--- config.mk ---
export PLATFORM = sky130hd
export DESIGN_NAME = whack_game_ctrl
export DESIGN_NICKNAME = d
export VERILOG_FILES = /design/src/rtl/whack_pkg.sv /design/src/rtl/whack_lfsr.sv /design/src/rtl/whack_game_ctrl.sv
export SDC_FILE = /design/constraint.sdc
export NUM_CORES = 1
export LEC_CHECK = 0
export ABC_AREA = 1
export CAP_MARGIN = 15
export CORE_ASPECT_RATIO = 1.25
export CORE_MARGIN = 2
export CORE_UTILIZATION = 45
export DETAILED_ROUTE_END_ITERATION = 8
export PLACE_DENSITY = 0.69
export SLEW_MARGIN = 15
export SYNTH_ARGS = -nofsm -noshare
export SYNTH_HDL_FRONTEND = slang
export SYNTH_SLANG_ARGS = --single-unit
--- constraint.sdc ---
create_clock -name clk -period 2.38 [get_ports clk]
set_input_delay 0.714 -clock clk [delete_from_list [all_inputs] [get_ports clk]]
set_output_delay 0.714 -clock clk [all_outputs]
set_load 0.1 [all_outputs]
--- src/rtl/whack_pkg.sv ---
// Shared encodings and LFSR constants for the whack-a-mole game blocks.
package whack_pkg;

  typedef enum logic [1:0] {
    S_START = 2'd0,
    S_GAP   = 2'd1,
    S_UP    = 2'd2,
    S_OVER  = 2'd3
  } state_e;

  localparam logic [15:0] LFSR_TAPS     = 16'hB400;
  localparam logic [15:0] LFSR_SEED_DEF = 16'hACE1;

  // Right-shifting Galois step for taps 16,14,13,11.
  function automatic logic [15:0] lfsr_next(input logic [15:0] cur);
    return cur[0] ? ((cur >> 1) ^ LFSR_TAPS) : (cur >> 1);
  endfunction

endpackage

--- src/rtl/whack_lfsr.sv ---
// Free-running 16-bit Galois LFSR; shared by game logic and later effects blocks.
module whack_lfsr
  import whack_pkg::*;
#(
  parameter logic [15:0] SEED = LFSR_SEED_DEF
) (
  input  logic        clk,
  input  logic        reset,
  output logic [15:0] q
);

  always_ff @(posedge clk) begin
    if (reset) q <= SEED;
    else       q <= lfsr_next(q);
  end

endmodule

--- src/rtl/whack_game_ctrl.sv ---
// Whack-a-mole game controller: random mole selection, up/gap timing,
// scoring, miss limit and round limit for NUM_MOLES holes.
module whack_game_ctrl
  import whack_pkg::*;
#(
  parameter int          NUM_MOLES  = 4,
  parameter int          MOLE_TICKS = 25_000_000,
  parameter int          GAP_TICKS  = 12_500_000,
  parameter int          ROUNDS     = 16,
  parameter int          MAX_MISSES = 3,
  parameter int          SCORE_W    = 8,
  parameter logic [15:0] LFSR_SEED  = LFSR_SEED_DEF,
  localparam int         IDX_W      = (NUM_MOLES > 1) ? $clog2(NUM_MOLES) : 1
) (
  input  logic                 clk,
  input  logic                 reset,
  input  logic                 start_btn,
  input  logic [NUM_MOLES-1:0] hit,
  output logic [1:0]           state,
  output logic [3:0]           state_led,
  output logic [NUM_MOLES-1:0] mole_up,
  output logic [IDX_W-1:0]     mole_idx,
  output logic [SCORE_W-1:0]   score,
  output logic [SCORE_W-1:0]   misses,
  output logic [SCORE_W-1:0]   round_cnt,
  output logic                 game_over
);

  localparam int TICK_MAX = (MOLE_TICKS > GAP_TICKS) ? MOLE_TICKS : GAP_TICKS;
  localparam int TIM_W    = (TICK_MAX > 1) ? $clog2(TICK_MAX) : 1;

  localparam logic [TIM_W-1:0]   GAP_LOAD  = TIM_W'(GAP_TICKS - 1);
  localparam logic [TIM_W-1:0]   MOLE_LOAD = TIM_W'(MOLE_TICKS - 1);
  localparam logic [IDX_W-1:0]   IDX_LAST  = IDX_W'(NUM_MOLES - 1);
  localparam logic [SCORE_W-1:0] MISS_LIM  = SCORE_W'(MAX_MISSES);
  localparam logic [SCORE_W-1:0] RND_LIM   = SCORE_W'(ROUNDS);

  state_e                 state_q, state_d;
  logic [NUM_MOLES-1:0]   mole_up_q, mole_up_d;
  logic [IDX_W-1:0]       idx_q, idx_d;
  logic [SCORE_W-1:0]     score_q, score_d;
  logic [SCORE_W-1:0]     misses_q, misses_d;
  logic [SCORE_W-1:0]     round_q, round_d;
  logic [TIM_W-1:0]       timer_q, timer_d;
  logic                   over_q, over_d;
  logic                   start_q;
  logic [NUM_MOLES-1:0]   hit_q;

  logic [15:0]            lfsr;
  logic                   start_rise;
  logic [NUM_MOLES-1:0]   hit_rise;
  logic [IDX_W-1:0]       cand, sel;
  logic [SCORE_W-1:0]     miss_inc, round_inc, score_sat;

  whack_lfsr #(.SEED(LFSR_SEED)) u_lfsr (
    .clk   (clk),
    .reset (reset),
    .q     (lfsr)
  );

  assign start_rise = start_btn & ~start_q;
  assign hit_rise   = hit & ~hit_q;

  // Bump a candidate that matches the previous mole so no hole repeats back to back.
  assign cand = IDX_W'({16'd0, lfsr} % 32'(NUM_MOLES));
  assign sel  = (cand != idx_q) ? cand :
                (cand == IDX_LAST) ? '0 : cand + IDX_W'(1);

  assign miss_inc  = misses_q + SCORE_W'(1);
  assign round_inc = round_q + SCORE_W'(1);
  assign score_sat = (score_q == {SCORE_W{1'b1}}) ? score_q : score_q + SCORE_W'(1);

  always_comb begin
    state_d   = state_q;
    mole_up_d = mole_up_q;
    idx_d     = idx_q;
    score_d   = score_q;
    misses_d  = misses_q;
    round_d   = round_q;
    timer_d   = timer_q;
    over_d    = over_q;
    unique case (state_q)
      S_START, S_OVER: begin
        if (start_rise) begin
          state_d  = S_GAP;
          score_d  = '0;
          misses_d = '0;
          round_d  = '0;
          timer_d  = GAP_LOAD;
          over_d   = 1'b0;
        end
      end
      S_GAP: begin
        if (timer_q == '0) begin
          state_d   = S_UP;
          idx_d     = sel;
          mole_up_d = NUM_MOLES'(1) << sel;
          timer_d   = MOLE_LOAD;
        end else begin
          timer_d = timer_q - TIM_W'(1);
        end
      end
      S_UP: begin
        if (hit_rise[idx_q]) begin
          score_d   = score_sat;
          round_d   = round_inc;
          mole_up_d = '0;
          if (round_inc == RND_LIM) begin
            state_d = S_OVER;
            over_d  = 1'b1;
          end else begin
            state_d = S_GAP;
            timer_d = GAP_LOAD;
          end
        end else if (|hit_rise) begin
          misses_d = miss_inc;
          if (miss_inc == MISS_LIM) begin
            state_d   = S_OVER;
            over_d    = 1'b1;
            mole_up_d = '0;
          end else if (timer_q != '0) begin
            timer_d = timer_q - TIM_W'(1);
          end
        end else if (timer_q == '0) begin
          misses_d  = miss_inc;
          round_d   = round_inc;
          mole_up_d = '0;
          if (miss_inc == MISS_LIM || round_inc == RND_LIM) begin
            state_d = S_OVER;
            over_d  = 1'b1;
          end else begin
            state_d = S_GAP;
            timer_d = GAP_LOAD;
          end
        end else begin
          timer_d = timer_q - TIM_W'(1);
        end
      end
    endcase
  end

  // Edge registers reset high so buttons held through reset release are not seen as presses.
  always_ff @(posedge clk) begin
    if (reset) begin
      state_q   <= S_START;
      mole_up_q <= '0;
      idx_q     <= '0;
      score_q   <= '0;
      misses_q  <= '0;
      round_q   <= '0;
      timer_q   <= '0;
      over_q    <= 1'b0;
      start_q   <= 1'b1;
      hit_q     <= '1;
    end else begin
      state_q   <= state_d;
      mole_up_q <= mole_up_d;
      idx_q     <= idx_d;
      score_q   <= score_d;
      misses_q  <= misses_d;
      round_q   <= round_d;
      timer_q   <= timer_d;
      over_q    <= over_d;
      start_q   <= start_btn;
      hit_q     <= hit;
    end
  end

  assign state     = state_q;
  assign state_led = 4'b0001 << state_q;
  assign mole_up   = mole_up_q;
  assign mole_idx  = idx_q;
  assign score     = score_q;
  assign misses    = misses_q;
  assign round_cnt = round_q;
  assign game_over = over_q;

endmodule

; ---- After elaboration in Yosys (flattened, before gate mapping)
; Cells that the tools add are included.
[totals]
regBits = 79
in_bits = 7
out_inout_bits = 37
wordCells = 114
[op_classes]
n_addsub = 5
order_cmp = 1
n_eq_ne = 24
shifts = 2
n_mux = 50
bitwise_logic = 5
n_reduce_logical = 16
[op_table]
columns = cell, count
row1 = $mux W25, 9
row2 = $pmux W25 S3, 1
row3 = $mux W8, 9
row4 = $pmux W8 S2, 3
row5 = $logic_not A25 Y1, 1
row6 = $reduce_bool A25 Y1, 1
row7 = $sub A25 B1 Y25 const B, 1
row8 = $add A8 B1 Y8 const B, 3
row9 = $mux W2, 10
row10 = $mux W4, 5
row11 = $ne A4 B4 Y1 const B, 5
row12 = $reduce_and A4 Y1, 5
row13 = $mux W16, 1
row14 = $ne A3 B3 Y1 const B, 5
row15 = $ne A2 B2 Y1 const B, 5
row16 = $eq A8 B2 Y1 const B, 1
row17 = $eq A8 B5 Y1 const B, 1
row18 = $eq A8 B8 Y1 const B, 1
row19 = $mux W1, 8
row20 = $pmux W4 S2, 1
row21 = $shl A1 B2 Y4 const A, 2
row22 = $eq A2 B2 Y1 const B, 3
row23 = $pmux W2 S3, 1
row24 = $reduce_and A6 Y1, 1
row25 = 19 further kinds, 20

; ---- Depth between registers and ports, before layout
[depth]
word_depth = 8
depth_mapped = 16
mapped_depth_nobuf = 16

; ---- Hierarchy
; From an unflattened synthesis, not the netlist that was laid out.
[unflattened]
hier_cells = 705
area_unflattened_um2 = 4579.4
[modules_own_cells]
columns = mod, instances, cells_per_inst, area_each_um2, seq_area_each_um2
row1 = whack_game_ctrl, 1, 654, 4105.2, 1261.2
row2 = whack_lfsr, 1, 51, 474.2, 320.3

; ---- Worst setup path after synthesis
; No wires, ideal clock.
[synth_timing]
kind = register to register
from = register state_q[0] (netlist: state[0])
to = register timer_q[0]
setup_ns = 0.064
t_arrival_ns = 3.026
required_ns = 2.316
path_slack_ns = -0.710
stages_incl_launch_ff = 11
n_path_buf = 1
period_less_slack_ns = 3.090
path_cell_list = dfxtp_1 > ha_1 > clkbuf_1 > inv_1 > nor2_1 > nor2_1 > nand2_1 > inv_2 > o21ai_0 > nor2_1 > nor2_1
[synth_between]
elab_chain_cells = 4
elab_cells_between_ends = 12
cone_classes = eq/ne: 8 / mux: 1 / reduce/logical: 3
[synth_lines]
columns = item, line
row1 = "start, declared", whack_game_ctrl.sv:38  ; state_e state_q, state_d;
row2 = "start signal, assigned", whack_game_ctrl.sv:156  ; state_q <= state_d;
row3 = $eq A2 B2 Y1 / $logic_not A2 Y1 (equally long branches), whack_game_ctrl.sv:82  ; unique case (state_q)
row4 = $reduce_or A2 Y1, whack_game_ctrl.sv:82
row5 = $ne A2 B2 Y1 (no source line), n/a
row6 = $reduce_and A5 Y1 (no source line), n/a
row7 = "end signal, assigned", whack_game_ctrl.sv:162  ; timer_q <= timer_d;
row8 = "end, declared", whack_game_ctrl.sv:44  ; logic [TIM_W-1:0] timer_q, timer_d;
; Parallel ways exist; a longest one is shown, timed or not.
; A chain may end at the register's enable or synchronous reset.

; ---- Worst setup path after layout
[layout_timing]
from = input port start_btn
to = register round_q[6] (netlist: round_cnt[6])
[layout_between]
elab_chain_cells = 3
[layout_lines]
columns = item, line
row1 = "start, declared", whack_game_ctrl.sv:17  ; input logic start_btn,
row2 = $and A1 B1 Y1, whack_game_ctrl.sv:61  ; assign start_rise = start_btn & ~start_q;
row3 = $ne A2 B2 Y1 (no source line), n/a
row4 = $reduce_and A4 Y1 (no source line), n/a
row5 = "end signal, assigned", whack_game_ctrl.sv:161  ; round_q <= round_d;
row6 = "end, declared", whack_game_ctrl.sv:43  ; logic [SCORE_W-1:0] round_q, round_d;
; Every way passes these cells.

==> results_dict.tcl <==
set metrics [dict create \
    clockBufferDepth 2 \
    critical_path.max_fanout 10 \
    hp-start "u_lfsr.q[2]" \
    grt_pass1_vias 4352 \
    setup_viol 0 \
    grt_start_max_net_pins 32 \
    maxCapViolations 0 \
    path_buf_inv 5 \
    layout-drive-gt1-share_pct 16.10 \
    ys_types 38 \
    post_cts_buffers 0 \
    cts_made_buffers 9 \
    crit_path_end_kind "flop" \
    totalPowerFinal_mw 7.940 \
    wl_per_cell_um 12.58 \
    nNetsFinal 784 \
    postRouteAntennaNets 0 \
    start_kind "input port" \
    placed_cell_area_um2 5244 \
    die-area_um2 10900 \
    tightest_slew_ns 0.4063 \
    first_iter_violations 165 \
    ys_seq_elements 79 \
    numPortBuffers 43 \
    netlist_area_um2 4533 \
    timing.final.crit_share_pct 92.56 \
    reg2regPathDepth 14 \
    synth-edff-count 0 \
    async_reset_ff_share_pct 0 \
    htreeDepth 3 \
    slew_viol_final 0 \
    root_buffer "clkbuf_16" \
    skew_ns 0.005825 \
    cts_num_sinks 79 \
    wirelength_um 11270 \
    n_fill_cell 952 \
    period_minus_slack_ns 2.203 \
    worstSetupPathType "in2reg" \
    synth-seq-area-share_pct 34.89 \
    crit_arrival_ns 2.43 \
    cts_tree "built" \
    pre_cts_slack_ns -0.1997 \
    rsz0062_at_grt "false" \
    yosys_warnings 0 \
    hpwl_um 8423 \
    maxSlewHeadroom_pct 72.70 \
    cp_common_cell "inv_1" \
    grt_pass1_wl_um 19320 \
    final_cell_area_um2 5555 \
    overflow 0 \
    synthCells 703 \
    crit_path_top_delay_cell "clkdlybuf4s50_1" \
    io_pins 44 \
    areaGrowthSynthToFinish_pct 22.55 \
    syn_avg_cell_area_um2 6.448 \
    r2r_start "round_cnt[0]" \
    core_um2 9709 \
    status "complete, no violations" \
    hold_path_class "reg2reg" \
    mostFrequentLayoutCells "nand2_1, nor2_1, inv_1" \
    worst_path_largest_cell_delay_ns 0.47 \
    cts.clk_slew.worst_paths_ns 0.07 \
    reg2reg_to "timer_q[4]" \
    start_util_pct 46.69 \
    rrSetupSlack_ns 0.28 \
    antenna_found_initial 0 \
    power_leakage_nw 2.584 \
    min_to "u_lfsr.q[1]" \
    syn-num-nets 722 \
    die_x_um 93.77 \
    crit_family "buffers and inverters" \
    power.density_nw_per_um2 1429 \
    first_pass_iters 4 \
    synth_ff_type "dfxtp_1" \
    max-vdd-ir-drop_v 0.001266 \
    finalWorstSetupSlack_ns 0.1770 \
    finalHoldViolations 0 \
    vias_per_cell 5.055 \
    finalSetupTns_ns 0 \
    grt_usage_pct 21.97 \
    via_count 4529 \
    worstPathCellList "clkdlybuf4s50_1 -> inv_1 -> o21ai_1 -> inv_1 -> a21oi_1 -> inv_1 -> a21oi_4 -> inv_2 -> o21ai_1 -> a21oi_1" \
    ctsHoldBuffers 0 \
    hold_slack_ns 0.4021 \
    holdPathStages 2 \
    place_congestion 0.9056 \
    mostFrequentLayoutCell "nand2_1" \
    dieHeight_um 116.2 \
    critPathRequiredTime_ns 2.61 \
    max_freq_mhz 453.9 \
    fp-row-count 40 \
    drc 0 \
    n_antenna_cell 0 \
    clk_latency_ns 0.34 \
]
## cell usage after synthesis, types with 3 or more instances
| library cell | number | area [µm²] |
|---|---|---|
| nor2_2 | 7 | 43.79 |
| o21ai_1 | 5 | 25.02 |
| nand3_1 | 46 | 230.2 |
| nand4_1 | 13 | 81.33 |
| clkbuf_1 | 9 | 33.78 |
| xnor2_1 | 4 | 35.03 |
| o21ai_0 | 30 | 150.1 |
| a21oi_1 | 36 | 180.2 |
| ha_1 | 12 | 150.1 |
| xor2_1 | 18 | 157.7 |
| nor2_1 | 123 | 461.7 |
| buf_6 | 4 | 45.04 |
| nand2_1 | 181 | 679.4 |
| a31oi_1 | 3 | 18.77 |
| o211ai_1 | 3 | 22.52 |
| dfxtp_1 | 79 | 1582 |
| nand2_2 | 5 | 31.28 |
| inv_1 | 79 | 296.5 |
| nor3_1 | 3 | 15.01 |
| inv_2 | 6 | 22.52 |
| buf_1 | 3 | 11.26 |
| or2_2 | 9 | 56.30 |
| a211oi_1 | 6 | 45.04 |
## worst reg2reg max path, stage by stage, from the launching register on
cell and delay (ns):
dfxtp_2 0.34, ha_1 0.23, nand2_1 0.11, nor2_2 0.06, inv_1 0.05, nand2_1 0.05
nor3_1 0.36, nand3_1 0.16, nand2_1 0.13, nand2_2 0.07, nand3_4 0.10, buf_12 0.16
nand2_1 0.07, nand2_1 0.06, nor2_1 0.04
## power by group
| group | total (mW) | internal (mW) | leakage, nW | switching [mW] |
|---|---|---|---|---|
| combinational | 4.43 | 1.36 | 1.78 | 3.07 |
| sequential | 2.07 | 1.70 | 0.656 | 0.369 |
| clock | 1.44 | 0.833 | 0.149 | 0.604 |
## cell families (layout without fill, tap and decap cells)
family / Yosys count / in the layout / synth area share, %
adder cells (fa/ha/maj): 12 / 12 / 3.312
AO/OA/AOI/OAI: 90 / 90 / 11.18
XOR/XNOR: 22 / 22 / 4.251
buffers and inverters: 106 / 173 / 9.605
AND/OR/NAND/NOR: 394 / 394 / 36.76
flip-flops: 79 / 79 / 34.89
## flip-flops by register name (all words and copies together), names as in the netlist, 2 cells and up
| register | count |
|---|---|
| u_lfsr.q | 16 |
| hit_q | 4 |
| score | 8 |
| misses | 8 |
| round_cnt | 8 |
| mole_idx | 2 |
| timer_q | 25 |
| mole_up | 4 |
| state | 2 |
## per-layer routing
metal  wire (µm)  track usage (%)  vias up
li1            -                -     2346
met5           0                0        -
met4         177            8.599        0
met1        4772            25.19     2072
met2        5890            40.00       93
met3         429            4.387       18
## timing repair
action / 4_1_cts / 5_1_grt
setup endpoints to repair: 0 / 5
endpoints found under the hold margin: 0 / 0
gates resized for setup: 0 / 1
## area by class of cell
type	count	area (µm²)	share of cell area (%)
Tap cell	126	157.7	2.838
Multi-Input combinational cell	518	2531	45.56
Inverter	86	322.8	5.811
Clock buffer	9	225.2	4.054
Clock inverter	7	83.83	1.509
Sequential cell	79	1599	28.78
Timing Repair Buffer	71	635.6	11.44
## through the flow
| stage | util, % | cells |
|---|---|---|
| finish | 57.22 | 896 |
| global route | 57.22 | 896 |
| CTS | 57.19 | 896 |
| detailed placement | 54.01 | 880 |
| global placement | 54.01 | 880 |
| floorplan | - | 703 |
## worst max path at each step
stage / start / end / slack (ns) / cells after the start
after floorplan: misses[3] / timer_q[21] / 0.01 / 14
after global placement: start_btn / round_cnt[0] / -0.21 / 10
after detailed placement: start_btn / round_cnt[6] / -0.20 / 10
after CTS: start_btn / round_cnt[6] / 0.16 / 10
after global routing: hit[1] / timer_q[24] / 0.001 / 12
final: start_btn / round_cnt[6] / 0.18 / 10
No activity file was read; power rests on OpenSTA's default activity.
